File: src/rtl/rr_sched_pkg.sv
// Shared types, default sizes and the rotating priority search
// used by the round-robin grant scheduler.
package rr_sched_pkg;

    typedef enum logic {
        IDLE  = 1'b0,
        GRANT = 1'b1
    } state_t;

    localparam int unsigned N_DEF        = 16;
    localparam int unsigned MAX_HOLD_DEF = 8;

    // Widest request vector next_winner() can search.
    localparam int unsigned N_MAX = 64;

    // First set bit of req at or after start, wrapping modulo n.
    // Returns 0 when req has no bit set in [0, n).
    function automatic int unsigned next_winner(
        input logic [N_MAX-1:0] req,
        input int unsigned      start,
        input int unsigned      n
    );
        int unsigned win;
        int unsigned j;
        logic        found;
        win   = 0;
        found = 1'b0;
        for (int unsigned k = 0; k < N_MAX; k++) begin
            j = (start + k) % n;
            if (!found && k < n && req[j[5:0]]) begin
                win   = j;
                found = 1'b1;
            end
        end
        return win;
    endfunction

endpackage

File: src/rtl/rr_grant_scheduler_dec.sv
// Binary-to-one-hot decoder.
// Ports: idx_i (binary index in), onehot_o (exactly one bit set out).
module rr_grant_scheduler_dec
    import rr_sched_pkg::*;
#(
    parameter int unsigned N = N_DEF
) (
    input  logic [$clog2(N)-1:0] idx_i,
    output logic [N-1:0]         onehot_o
);

    always_comb begin
        onehot_o        = '0;
        onehot_o[idx_i] = 1'b1;
    end

endmodule

File: src/rtl/rr_grant_scheduler.sv
// Round-robin arbiter: one owner holds the resource until it
// releases; the next owner is searched from the old owner + 1.
// Ports: clk, rst (sync, active-high), req[N], release_i (owner
// done pulse; "release" is a reserved word), grant[N] one-hot,
// grant_idx binary owner, grant_valid, timeout preemption pulse.
// Macro ARB_TIMEOUT_EN: preempt an owner after MAX_HOLD cycles
// when someone else is waiting; otherwise timeout is tied to 0.
module rr_grant_scheduler
    import rr_sched_pkg::*;
#(
    parameter int unsigned N        = N_DEF,
    parameter int unsigned MAX_HOLD = MAX_HOLD_DEF
) (
    input  logic                 clk,
    input  logic                 rst,
    input  logic [N-1:0]         req,
    input  logic                 release_i,
    output logic [N-1:0]         grant,
    output logic [$clog2(N)-1:0] grant_idx,
    output logic                 grant_valid,
    output logic                 timeout
);

    localparam int unsigned IW = $clog2(N);

    if (N < 2 || N > N_MAX || (N & (N - 1)) != 0 || MAX_HOLD < 2)
    begin : g_bad_param
        $error("rr_grant_scheduler: illegal N or MAX_HOLD");
    end

    state_t        state_q, state_d;
    logic [IW-1:0] idx_q, idx_d;
    logic [IW-1:0] ptr_q, ptr_d;
    logic [N-1:0]  own_oh;
    logic [IW-1:0] win;
    int unsigned   start;
    logic          rel;
    logic          preempt;
    logic          handoff;

    rr_grant_scheduler_dec #(
        .N (N)
    ) u_dec (
        .idx_i    (idx_q),
        .onehot_o (own_oh)
    );

`ifdef ARB_TIMEOUT_EN
    localparam int unsigned HW = $clog2(MAX_HOLD);
    localparam logic [HW-1:0] HOLD_SAT = HW'(MAX_HOLD - 1);

    logic [HW-1:0] hold_q, hold_d;
    logic          to_q;

    // Only preempt when somebody else is actually waiting;
    // a lone owner keeps the grant with hold_q saturated.
    always_comb begin
        preempt = (state_q == GRANT) && !rel &&
                  (hold_q == HOLD_SAT) && |(req & ~own_oh);
    end

    always_comb begin
        hold_d = hold_q;
        if (state_q == IDLE || handoff) begin
            hold_d = '0;
        end else if (hold_q != HOLD_SAT) begin
            hold_d = hold_q + 1'b1;
        end
    end

    always_ff @(posedge clk) begin
        if (rst) begin
            hold_q <= '0;
            to_q   <= 1'b0;
        end else begin
            hold_q <= hold_d;
            to_q   <= preempt;
        end
    end

    assign timeout = to_q;
`else
    assign preempt = 1'b0;
    assign timeout = 1'b0;
`endif

    always_comb begin
        rel     = (state_q == GRANT) && (release_i || !req[idx_q]);
        handoff = rel || preempt;
        // Searching from owner+1 makes the old owner the last
        // candidate, so it only wins again when it is alone.
        start   = (state_q == GRANT) ? 32'(idx_q) + 1
                                     : 32'(ptr_q) + 1;
        win     = IW'(next_winner(N_MAX'(req), start, N));

        state_d = state_q;
        idx_d   = idx_q;
        ptr_d   = ptr_q;
        unique case (state_q)
            IDLE: begin
                if (|req) begin
                    state_d = GRANT;
                    idx_d   = win;
                end
            end
            GRANT: begin
                if (handoff) begin
                    ptr_d = idx_q;
                    if (|req) begin
                        idx_d = win;
                    end else begin
                        state_d = IDLE;
                        idx_d   = '0;
                    end
                end
            end
        endcase
    end

    always_ff @(posedge clk) begin
        if (rst) begin
            state_q <= IDLE;
            idx_q   <= '0;
            ptr_q   <= IW'(N - 1);
        end else begin
            state_q <= state_d;
            idx_q   <= idx_d;
            ptr_q   <= ptr_d;
        end
    end

    assign grant_valid = (state_q == GRANT);
    assign grant_idx   = idx_q;
    assign grant       = own_oh & {N{grant_valid}};

endmodule

File: config.mk
export PLATFORM = sky130hd
export DESIGN_NAME = rr_grant_scheduler
export DESIGN_NICKNAME = d
export VERILOG_FILES = /design/src/rtl/rr_sched_pkg.sv /design/src/rtl/rr_grant_scheduler_dec.sv /design/src/rtl/rr_grant_scheduler.sv
export SDC_FILE = /design/constraint.sdc
export NUM_CORES = 1
export LEC_CHECK = 0
export ABC_AREA = 1
export ABC_CLOCK_PERIOD_IN_PS = 3670
export BUFFER_PORTS_ARGS = -buffer_cell sky130_fd_sc_hd__buf_4
export CAP_MARGIN = 0
export CORE_MARGIN = 2
export CORE_UTILIZATION = 45
export CTS_CLUSTER_SIZE = 16
export DETAILED_ROUTE_END_ITERATION = 10
export GPL_TIMING_DRIVEN = 0
export MAX_ROUTING_LAYER = met4
export PLACE_DENSITY = 0.77
export SYNTH_ARGS = -nofsm -noshare
export SYNTH_HDL_FRONTEND = slang
export SYNTH_SLANG_ARGS = --single-unit
File: constraint.sdc
create_clock -name clk -period 3.67 [get_ports clk]
set_input_delay 0.734 -clock clk [delete_from_list [all_inputs] [get_ports clk]]
set_output_delay 0.734 -clock clk [all_outputs]
set_load 0.005 [all_outputs]
Yosys cells after proc, flatten, opt, wreduce, memory -nomap -nowiden
Index checks and enable logic that the tools add are counted.
{ "classes": {"muxes": 75, "n_reduce_logical": 37, "addsub": 17, "n_lt_le_gt_ge": 18, "eq_ne": 2, "n_bitwise": 2} }
{ "op_table": {"columns": ["operator", "count"], "rows": [
  ["4-bit by 7-bit < comparator with 1-bit output, second input constant", 16],
  ["4-bit 2-to-1 mux", 20],
  ["1-bit binary-select mux with 4-bit select", 17],
  ["1-bit 2-to-1 mux", 35],
  ["4-bit adder, second input constant", 8],
  ["1-bit logical AND", 17],
  ["4-bit by 3-bit adder with 4-bit output, second input constant", 4],
  ["16-bit AND", 1],
  ["1-bit logical NOT", 16],
  ["16-bit OR reduction", 1],
  ["4-bit by 1-bit adder with 4-bit output, second input constant", 3],
  ["4-bit by 2-bit adder with 4-bit output, second input constant", 2],
  ["4-bit case mux with 2 select lines", 1],
  ["4-bit by 5-bit < comparator with 1-bit output, second input constant", 1],
  ["1-bit demux with 4-bit select", 1],
  ["4-bit by 1-bit greater-or-equal comparator with 1-bit output, second input constant", 1],
  ["2-bit AND reduction", 2],
  ["2-bit by 1-bit != test with 1-bit output, second input constant", 1],
  ["2-bit != test, second input constant", 1],
  ["1-bit case mux with 2 select lines", 1],
  ["1-bit logical OR", 1],
  ["1-bit inverter", 1]
]} }
{ "word_totals": {"out_inout_bits": 22, "elab_cells": 154, "ff_bits": 9, "input_bits": 19} }

Longest topological paths before layout
{ "depth": {"ltp_word": 53, "mapped_depth": 35, "mapped_depth_nobuf": 34} }

Hierarchy
Synthesis repeated with hierarchy kept, for this count alone.
{ "unflattened": {"cells_unflattened": 574, "area_unflattened_um2": 2824.0} }
{ "modules_own_cells": {"columns": ["module", "cells_per_inst", "area_per_inst_um2", "instances"], "rows": [
  ["rr_grant_scheduler", 546, 2718.9, 1],
  ["rr_grant_scheduler_dec", 28, 105.1, 1]
]} }

Least setup slack after synthesis
Ideal clock, no wire load.
{ "synth_timing": {"path_kind": "register to register", "from": "register idx_q[1], in the netlist grant_idx[1]", "to": "register idx_q[0], in the netlist grant_idx[0]", "synth_period_minus_slack_ns": 3.621, "t_required_ns": 3.600, "setup_time_ns": 0.070, "stages_incl_launch_ff": 25, "t_arrival_ns": 3.551, "slack_ns": 0.049, "cell_sequence": "dfxtp_1 > clkbuf_1 > nand2_2 > o21ai_2 > buf_4 > ha_1 > buf_2 > inv_2 > clkbuf_1 > nand3_1 > nand3_1 > nand3_1 > nand2_1 > nand3_4 > nor2_8 > nand4_4 > nor2_4 > nand4_4 > nor2_4 > nand2_4 > nor3_4 > inv_2 > a31oi_1 > o41ai_1 > a21oi_1"} }
{ "synth_between": {"elab_chain_cells": 53, "word_cells_on_any_way": 121, "classes_between": "add/sub (16); eq/ne (1); mux (70); reduce/logical (34)"} }
{ "synth_rtl": {"columns": ["element", "line_no", "text"], "rows": [
  ["start, declared", "rr_grant_scheduler.sv:32", "logic [IW-1:0] idx_q, idx_d;"],
  ["start signal, assigned", "rr_grant_scheduler.sv:127", "idx_q <= idx_d;"],
  ["parallel branches: the longest is 53 deep, another holds 4-bit by 1-bit adder with 4-bit output", null, null]
]} }
Parallel ways; which one is timed is not known. The select of a mux whose other input is x is not followed.
A chain may end at the register's enable or synchronous reset.

Final worst setup path
{ "layout_timing": {"from": "register state_q, in the netlist grant_valid", "to": "register idx_q[0], in the netlist grant_idx[0]"} }
{ "layout_between": {"elab_chain_cells": 52, "word_cells_on_any_way": 118, "classes_between": "add/sub (15); eq/ne (2); mux (68); bitwise (1); reduce/logical (32)"} }
{ "layout_rtl": {"columns": ["element", "line_no", "text"], "rows": [
  ["start, declared", "rr_grant_scheduler.sv:31", "state_t state_q, state_d;"],
  ["start signal, assigned", "rr_grant_scheduler.sv:126", "state_q <= state_d;"],
  ["parallel branches: the longest is 52 deep, another holds 4-bit by 1-bit adder with 4-bit output", null, null]
]} }
Parallel ways; which one is timed is not known. The select of a mux whose other input is x is not followed.

==> out/metrics.csv <==
metric,value,unit
most frequent cells after synthesis,"179 x nand2_1, 89 x nand3_1, 56 x inv_1",
DR WL met3,1150,µm
clk buf depth,2,
power density cells,876,nW/µm²
diode count,0,
detailed-route via count,4185,
WL met2,5250,µm
Synth area leaders,"nand2_1 25%, nand3_1 16%, inv_1 7.7%",
I/O Pins,41,
die area,6680,µm²
"Clk Latency, worst-skew pair",240,ps
CP Max Fanout,8,
Global Route Usage Sum,30.7,%
clk sinks,9,
Max VDD drop,0.000417,V
endpoints failing setup,3,
Die W,81.7,µm
Leakage,2.08,nW
area grow syn2layout,44.8,%
Worst setup EP type,register,
filler instances,505,
r2r worst-path depth,23,
Iter 0 DRT Violations,748,
Slew @ Worst Pin,691,ps
hold path depth,2,
Yosys Warn Count,0,
fraction of the yosys area taken by sequential cells,6.63,%
Arrival @ worst endpoint,3950,ps
max frequency,264,MHz
global route total overflow,0,
total of max-cap violations,0,
first-pass iteration count of the detailed router,6,
syn_nets,544,
TritonCTS Buffers,3,
multi-input combinational cell area,2470,µm²
Routed met1 length,4430,µm
post-placement cell count,637,
Cell variety after synth,45,
largest area contributor in the netlist,nand2_1,
min Tclk post-route,3780,ps
H-tree levels,1,
first-pass GRT wire length,15500,µm
Post-synth EDFFs,0,
Final period util,103,%
hold buffers post-CTS,0,
clock skew,1.48,ps
Buffers on Ports,39,
Hold WS,536,ps
Final ANT Viol Nets,0,
DR top layer,met4,
relative slew slack,53.3,%
starting density of the core,46.2,%
CTS tree,done,
synthesized flop and latch total,9,
RSZ-0062 raised after global routing,true,
Final Max Tran Viols,0,
top cell type's share of synthesized area,24.7,%
Post-Route WL,11400,µm
Avg Vias per Cell,6.06,
vias in the first global route,3236,
Synth Flop Type,dfxtp_1,
initial antenna violation count,0,
clock-pin slew on the worst setup and hold paths,50,ps
Remaining DRCs,0,
WL/cell,16.5,µm
largest net degree at the start of global routing,11,
Rows,28,
final std cells w/o fill,691,
asr flop ratio synth,0,%
Final Util,66.9,%
"Power, Total",0.00345,W
share of layout cells above drive strength 1,34.6,%
Post-Synthesis Cells,523,
CP required,3840,ps
Nets,638,
status,"finished, violations left",
DP HPWL,7510,µm
final worst-path setup slack,-111,ps
most frequent cell after synthesis,nand2_1,
CTS root buf,clkbuf_8,
dpl ws,-808,ps
failing checks,setup timing,
syn_area_per_cell,5.20,µm²
Hold Crit Class,register to register,
Die Y,81.7,µm
register area,188,µm²
final hold vios,0,
Post-Synthesis Cell Area,2720,µm²
global placer's final weighted congestion,1.01,
Core ar.,5890,µm²
startpoint type of the worst setup path,register,
Crit Path Class,register to register,
## logic make-up after synthesis
family,synth area share (%)
other,0.138
AOI/OAI and AO/OA,13.7
xor gates and xnor gates,0.322
buffers and inverters,13.5
adders and majority gates,0.920
and+or+nand+nor,64.7
DFF,6.63
## cell usage in the layout (no fill, tap or decap), drive strengths merged, types with 2 or more instances in the layout
cell,count
nand2,196
buf,103
nand3,97
inv,65
nor2,50
o21ai,18
a21oi,15
nand4,12
dfxtp,9
o221ai,7
clkbuf,7
a22oi,5
nor3,5
or2,4
a31oi,4
o211ai,2
nand3b,2
o22ai,2
nor4,2
ha,2
## flip-flops by register name, summed over array words and instances, names as in the netlist
name         cells
ptr_q            4
grant_valid      1
grant_idx        4
## where the power goes
group          switching (W)  leakage [nW]  internal (W)  total, W
sequential         0.0000553        0.0763      0.000131  0.000186
clock              0.0000465        0.0228     0.0000763  0.000123
combinational        0.00197          1.98       0.00117   0.00314
## timing repair
action	CTS	global route
hold endpoints to repair	0	0
endpoints found under the setup margin	4	4
setup buffers	9	43
resized for setup	42	60
pin swaps	8	35
## layout make-up
cell class | count | share of cell area, %
multi-input cells | 431 | 62.8
clock buffers | 4 | 1.14
well taps | 75 | 2.38
flip-flops and latches | 9 | 4.77
repair buffers | 91 | 17.9
inverters | 66 | 6.87
plain buffers | 15 | 4.13
## per-layer routing
layer | track usage, % | vias up
met1 | 40.7 | 1863
met3 | 4.73 | 72
met4 | 6.17 | 0
li1 | - | 1918
met2 | 49.4 | 332
met5 | - | -
## critical path, stage by stage (launching register included)
cell      delay, ps
dfxtp_4         410
buf_8           150
nand2_4          70
o21ai_4         110
buf_6           150
ha_4            150
buf_4           110
nand3_2          80
nand2_2         190
nand2_1         130
nand2_4         140
nor2_1           80
a21oi_2         220
nor2_1          120
o21bai_4        210
nor2_4          180
nand4_4         140
nor2_4          150
nand2_4          90
nor3_4          250
inv_2            90
a31oi_4         220
o41ai_4         110
a21oi_1         140
## metrics by stage
stage / instance area (µm²) / setup TNS (ps)
floorplan: 2720 / 0
global placement: 3110 / -2780
detailed placement: 3110 / -2920
CTS: 3350 / 0
global route: 3940 / -767
finish: 3940 / -199
## final timing paths
check,startpoint,to,slack [ps]
min,ptr_q[3]$_SDFFE_PP1P_,ptr_q[3]$_SDFFE_PP1P_,540
max reg2reg,grant_valid$_SDFF_PP0_,grant_idx[0]$_SDFFE_PP0P_,-110
max,grant_valid$_SDFF_PP0_,grant_idx[0]$_SDFFE_PP0P_,-110
min reg2reg,ptr_q[3]$_SDFFE_PP1P_,ptr_q[3]$_SDFFE_PP1P_,540
No activity file was read; power rests on OpenSTA's default activity.
